<file path="src/rtl/param_mode_fsm_pkg.sv">
// param_mode_fsm_pkg
// Shared constants for the parameterised mode FSM: state encodings, command
// codes and the fill value used for the out code while in FAULT.
// No ports (package).
package param_mode_fsm_pkg;

  localparam int STATE_W = 3;

  // State encodings. Codes 3..6 are deliberately unused; the FSM treats any
  // of them as corruption and moves to FAULT.
  localparam logic [2:0] ST_IDLE   = 3'd0;
  localparam logic [2:0] ST_ARMED  = 3'd1;
  localparam logic [2:0] ST_ACTIVE = 3'd2;
  localparam logic [2:0] ST_FAULT  = 3'd7;

  // Command codes carried in the low two bits of user_input. Any set bit
  // above bit 1 makes the command illegal.
  localparam logic [1:0] CMD_NOP  = 2'd0;
  localparam logic [1:0] CMD_ARM  = 2'd1;
  localparam logic [1:0] CMD_GO   = 2'd2;
  localparam logic [1:0] CMD_STOP = 2'd3;

  // FAULT drives every bit of out to this value, whatever OUT_W is.
  localparam logic OUT_FAULT_BIT = 1'b1;

  // True for the three states that take commands.
  function automatic logic is_run_state(input logic [2:0] s);
    return (s == ST_IDLE) || (s == ST_ARMED) || (s == ST_ACTIVE);
  endfunction

endpackage

</file>
<file path="src/rtl/param_mode_fsm_hold_cnt.sv">
// fsm_hold_cnt
// Down-counter that times the ACTIVE phase. A load sets it to HOLD_CYCLES-1;
// each decrement lowers it by one, stopping at zero. zero is high whenever
// the count is zero.
// Ports:
//   clk   rising-edge clock
//   rst   asynchronous active-high reset (count -> 0)
//   load  load HOLD_CYCLES-1 (wins over dec)
//   dec   decrement by one
//   zero  count equals zero
module fsm_hold_cnt #(
  parameter int HOLD_CYCLES = 4
) (
  input  logic clk,
  input  logic rst,
  input  logic load,
  input  logic dec,
  output logic zero
);

  localparam int CW = (HOLD_CYCLES > 1) ? $clog2(HOLD_CYCLES) : 1;
  localparam logic [CW-1:0] LOAD_VAL = CW'(HOLD_CYCLES - 1);

  logic [CW-1:0] cnt_reg;

  always_ff @(posedge clk or posedge rst) begin
    if (rst) begin
      cnt_reg <= '0;
    end else if (load) begin
      cnt_reg <= LOAD_VAL;
    end else if (dec && (cnt_reg != '0)) begin
      cnt_reg <= cnt_reg - CW'(1);
    end
  end

  assign zero = (cnt_reg == '0);

endmodule

</file>
<file path="src/rtl/param_mode_fsm.sv">
// param_mode_fsm
// Command-driven mode FSM: IDLE -> ARMED -> ACTIVE (timed by fsm_hold_cnt)
// -> IDLE, with a sticky FAULT state entered on illegal commands or
// corrupted state values and left only through reset.
// Ports:
//   clk         rising-edge clock
//   rst         asynchronous active-high reset
//   in_valid    command present on user_input
//   user_input  command code (NOP/ARM/GO/STOP, >=4 illegal)
//   in_ready    commands are accepted this cycle (not in FAULT)
//   out         registered output code (state code, all ones in FAULT)
//   state_o     registered current state encoding
//   done        one-cycle pulse after a run completes normally
//   err         sticky fault flag
//   run_cnt     number of completed runs, wraps
module param_mode_fsm
  import param_mode_fsm_pkg::*;
#(
  parameter int IN_W        = 3,
  parameter int OUT_W       = 3,
  parameter int HOLD_CYCLES = 4,
  parameter int CNT_W       = 8
) (
  input  logic             clk,
  input  logic             rst,
  input  logic             in_valid,
  input  logic [IN_W-1:0]  user_input,
  output logic             in_ready,
  output logic [OUT_W-1:0] out,
  output logic [2:0]       state_o,
  output logic             done,
  output logic             err,
  output logic [CNT_W-1:0] run_cnt
);

  logic [2:0]       state_reg, state_next;
  logic [OUT_W-1:0] out_reg, out_next;
  logic             done_reg, done_next;
  logic             err_reg, err_next;
  logic [CNT_W-1:0] run_cnt_reg, run_cnt_next;

  logic       accept;
  logic       cmd_illegal;
  logic [1:0] cmd;
  logic       cnt_load, cnt_dec, cnt_zero;

  // Only the upper bits decide legality; with IN_W == 2 every code is legal.
  generate
    if (IN_W > 2) begin : g_wide_cmd
      assign cmd_illegal = |user_input[IN_W-1:2];
    end else begin : g_narrow_cmd
      assign cmd_illegal = 1'b0;
    end
  endgenerate

  assign cmd      = user_input[1:0];
  assign in_ready = is_run_state(state_reg);
  assign accept   = in_valid && in_ready;

  fsm_hold_cnt #(
    .HOLD_CYCLES(HOLD_CYCLES)
  ) u_hold_cnt (
    .clk  (clk),
    .rst  (rst),
    .load (cnt_load),
    .dec  (cnt_dec),
    .zero (cnt_zero)
  );

  always_comb begin
    state_next = state_reg;
    done_next  = 1'b0;
    cnt_load   = 1'b0;
    cnt_dec    = 1'b0;
    run_cnt_next = run_cnt_reg;

    case (state_reg)
      ST_IDLE: begin
        if (accept) begin
          if (cmd_illegal)         state_next = ST_FAULT;
          else if (cmd == CMD_ARM) state_next = ST_ARMED;
        end
      end
      ST_ARMED: begin
        if (accept) begin
          if (cmd_illegal) begin
            state_next = ST_FAULT;
          end else if (cmd == CMD_GO) begin
            state_next = ST_ACTIVE;
            cnt_load   = 1'b1;
          end else if (cmd == CMD_STOP) begin
            state_next = ST_IDLE;
          end
        end
      end
      ST_ACTIVE: begin
        // STOP beats expiry, so a stop on the last cycle still suppresses
        // done and the run count.
        if (accept && cmd_illegal) begin
          state_next = ST_FAULT;
        end else if (accept && (cmd == CMD_STOP)) begin
          state_next = ST_IDLE;
        end else if (cnt_zero) begin
          state_next   = ST_IDLE;
          done_next    = 1'b1;
          run_cnt_next = run_cnt_reg + CNT_W'(1);
        end else begin
          cnt_dec = 1'b1;
        end
      end
      ST_FAULT: begin
        state_next = ST_FAULT;
      end
      default: begin
        state_next = ST_FAULT;
      end
    endcase

    err_next = err_reg || (state_next == ST_FAULT);

    if (state_next == ST_FAULT) out_next = {OUT_W{OUT_FAULT_BIT}};
    else                        out_next = OUT_W'(state_next[1:0]);
  end

  always_ff @(posedge clk or posedge rst) begin
    if (rst) begin
      state_reg   <= ST_IDLE;
      out_reg     <= '0;
      done_reg    <= 1'b0;
      err_reg     <= 1'b0;
      run_cnt_reg <= '0;
    end else begin
      state_reg   <= state_next;
      out_reg     <= out_next;
      done_reg    <= done_next;
      err_reg     <= err_next;
      run_cnt_reg <= run_cnt_next;
    end
  end

  assign out     = out_reg;
  assign state_o = state_reg;
  assign done    = done_reg;
  assign err     = err_reg;
  assign run_cnt = run_cnt_reg;

endmodule
</file>
<file path="config.mk">
export PLATFORM = sky130hd
export DESIGN_NAME = param_mode_fsm
export DESIGN_NICKNAME = d
export VERILOG_FILES = /design/src/rtl/param_mode_fsm_pkg.sv /design/src/rtl/param_mode_fsm_hold_cnt.sv /design/src/rtl/param_mode_fsm.sv
export SDC_FILE = /design/constraint.sdc
export NUM_CORES = 1
export LEC_CHECK = 0
export ABC_CLOCK_PERIOD_IN_PS = 1600
export BUFFER_PORTS_ARGS = -buffer_cell sky130_fd_sc_hd__buf_2
export CORE_UTILIZATION = 49
export CTS_CLUSTER_DIAMETER = 50
export DETAILED_ROUTE_END_ITERATION = 10
export GPL_TIMING_DRIVEN = 1
export PLACE_DENSITY = 0.77
export SLEW_MARGIN = 20
export SYNTH_ARGS = -nofsm -noshare
export SYNTH_HDL_FRONTEND = slang
export SYNTH_SLANG_ARGS = --single-unit
</file>
<file path="constraint.sdc">
create_clock -name clk -period 1.6 [get_ports clk]
set_input_delay 0.08 -clock clk [delete_from_list [all_inputs] [get_ports clk]]
set_output_delay 0.08 -clock clk [all_outputs]
set_load 0.01 [all_outputs]
</file>
==> results_dict.tcl <==
set metrics [dict create \
    status "complete, but fails checks" \
    violations "DRC" \
    final_cell_mix "buf_2 (22), dfrtp_1 (18), nand2_1 (10), xor2_1 (6), inv_1 (5)" \
    syn_inst 74 \
    cts-root-to-sink-buffers 2 \
    final_area_um2 1020 \
    postCtsSetupRepairBufs 0 \
    gr-total-overflow 0 \
    yosysSeqAreaShare 0.538 \
    synth.largest_area_cell "dfrtp_1" \
    holdPathStages 3 \
    row_count 14 \
    setup_violations 0 \
    max_slew_margin 0.564 \
    routabilityCongestion 0.775 \
    mostFrequentLayoutCell "buf_2" \
    core_area_um2 1560 \
    startpoint_type "register" \
    dpl_cell_area_um2 971 \
    synth.top_cell.area_share 0.538 \
    finClkSkew_ns 0.00467 \
    via_count 639 \
    drt_pass1_iterations 7 \
    ir_worst_vdd_v 0.000513 \
    boundaryPins 23 \
    synth_area_leaders "dfrtp_1 (54%), xor2_1 (6.3%), nand2_1 (4.5%)" \
    die-area_um2 1880 \
    hold_viol_final 0 \
    final-instance-count-excl-fill 117 \
    ys_ff_latch 18 \
    vias_per_cell 5.46 \
    clk_pin_slew_ns 0.10 \
    tns_ns 0 \
    finalMaxSlewViolations 0 \
    n_antenna_cell 0 \
    grt_max_degree 19 \
    seq_power_share 0.596 \
    finalWirelength_um 1410 \
    io_buffer_count 22 \
    grt_setup_unrepaired "no" \
    syn_area_per_cell_um2 11.3 \
    p_per_area_nw_per_um2 750 \
    detail_route.wl_per_cell_um 12.0 \
    numClockSinks 18 \
    report.power.total_uw 763 \
    grt_usage 0.183 \
    endpoint_kind "register" \
    leakage_nw 0.528 \
    hpwl_um 1030 \
    worstPathArrival_ns 1.70 \
    synth_xor_xnor_area_share 0.0732 \
    synth_nets 82 \
    die_x_um 43.3 \
    synth_cell_type_count 25 \
    p_int_uw 603 \
    worst_slew_pin_slew_ns 0.653 \
    cts_buffers 3 \
    synth.area.mux_share 0.0254 \
    grt_pass1_wl_um 2420 \
    route.detailed.drc 3 \
    antenna_found_initial 0 \
    drt_iter0_markers 22 \
    synthSimpleGateAreaFrac 0.196 \
    synth_fa_ha_area_frac 0.0299 \
    h-tree-depth 1 \
    syn_area_um2 837 \
    cts_hold_buf 1 \
    rr_worst_depth 4 \
    area_delta_synth_final_pct 21.5 \
    cts_root_buffer "clkbuf_4" \
    p_sw_frac 0.209 \
    cts_resized 0 \
    yosys_warnings 0 \
    grt_pass1_vias 594 \
    period_share 0.925 \
    ant_nets 0 \
    cp_max_fo 6 \
    critPathRequiredTime_ns 1.82 \
    max_freq_ghz 0.675 \
    dpl.cell_count 112 \
    maxCapViolCount 0 \
    die_h_um 43.3 \
    period_minus_slack_ns 1.48 \
    clkPwrFrac 0.366 \
    path_class "register to register" \
    holdCritPathClass "primary input to register" \
    rrSetupSlack_ns 0.12 \
    synth_top_family_by_area "simple AND/OR/NAND/NOR gates" \
    nets 110 \
    post-route-util 0.652 \
    cts_tree "yes" \
    pwr-share-comb 0.038 \
    largest_register_ffs 8 \
    p_switching_uw 160 \
    drive_gt1_frac 0.337 \
    synth_compound_area_frac 0.111 \
    clk_latency_ns 0.29 \
    initial_core_util 0.537 \
]
worst max-delay path, cell delays in order, from the launching register on:
cell and delay, ns:
dfrtp_1 0.46, a211oi_4 0.32, nand3_2 0.17, nor3_1 0.27, xor2_1 0.18
cell type report:
cell class	instances	area [um2]
Multi-Input combinational cell	50	364
Inverter	5	18.8
Sequential cell	18	450
Tap cell	16	20.0
Timing Repair Buffer	24	128
Clock buffer	4	36.3
Fill cell	116	542
kinds of logic after synthesis:
kind of cell,count (synthesis)
AOI/OAI and AO/OA,12
xor gates and xnor gates,7
adders and majority gates,2
buffers and inverters,6
DFF,18
muxes,2
and+or+nand+nor,27
metal layers:
metal  vias up  global-route usage  part of all wire
li1        313                   -                 -
met1       306               0.217              0.45
met2        16               0.285              0.49
met3         4              0.0500             0.036
met4         0               0.138             0.019
met5         -                   0                 0
through the flow:
step	worst slack (ns)	hold WS [ns]
6_report	0.119	0.0803
3_5_place_dp	0.134	0.198
3_3_place_gp	0.192	0.199
2_1_floorplan	0.146	0.0186
5_1_grt	0.0161	0.0926
4_1_cts	0.115	0.0801
synth_stat cells:
cell type   n
a211oi_4    1
a21o_2      1
a21oi_1     3
and3b_1     1
clkbuf_1    1
dfrtp_1    18
ha_1        2
inv_1       5
mux2_2      1
mux2i_1     1
nand2_1    10
nand3_1     4
nand3_2     1
nand4_4     1
nor2_1      3
nor3_1      4
nor3b_1     1
nor4_4      1
o211ai_1    2
o21ai_0     2
o21bai_1    2
o311ai_0    1
or2_2       1
xnor2_1     1
xor2_1      6
power groups by stage:
stage,combinational [mW],clock (mW),sequential [mW]
floorplan,0.0139,0,0.464
finish,0.0292,0.279,0.455
global placement,0.0278,0,0.464
detailed placement,0.0278,0,0.464
global route,0.0350,0.308,0.455
CTS,0.0299,0.283,0.455
worst paths after layout:
check / startpoint / to
max in group asynchronous: rst / run_cnt[2]
worst max-delay path: state_o[2] / run_cnt[4]
worst max register to register: state_o[2] / run_cnt[4]
worst min-delay path: in_valid / out[2]
worst min register to register: run_cnt[7] / run_cnt[7]
min in group asynchronous: rst / out[0]
No activity file was read; power rests on OpenSTA's default activity.
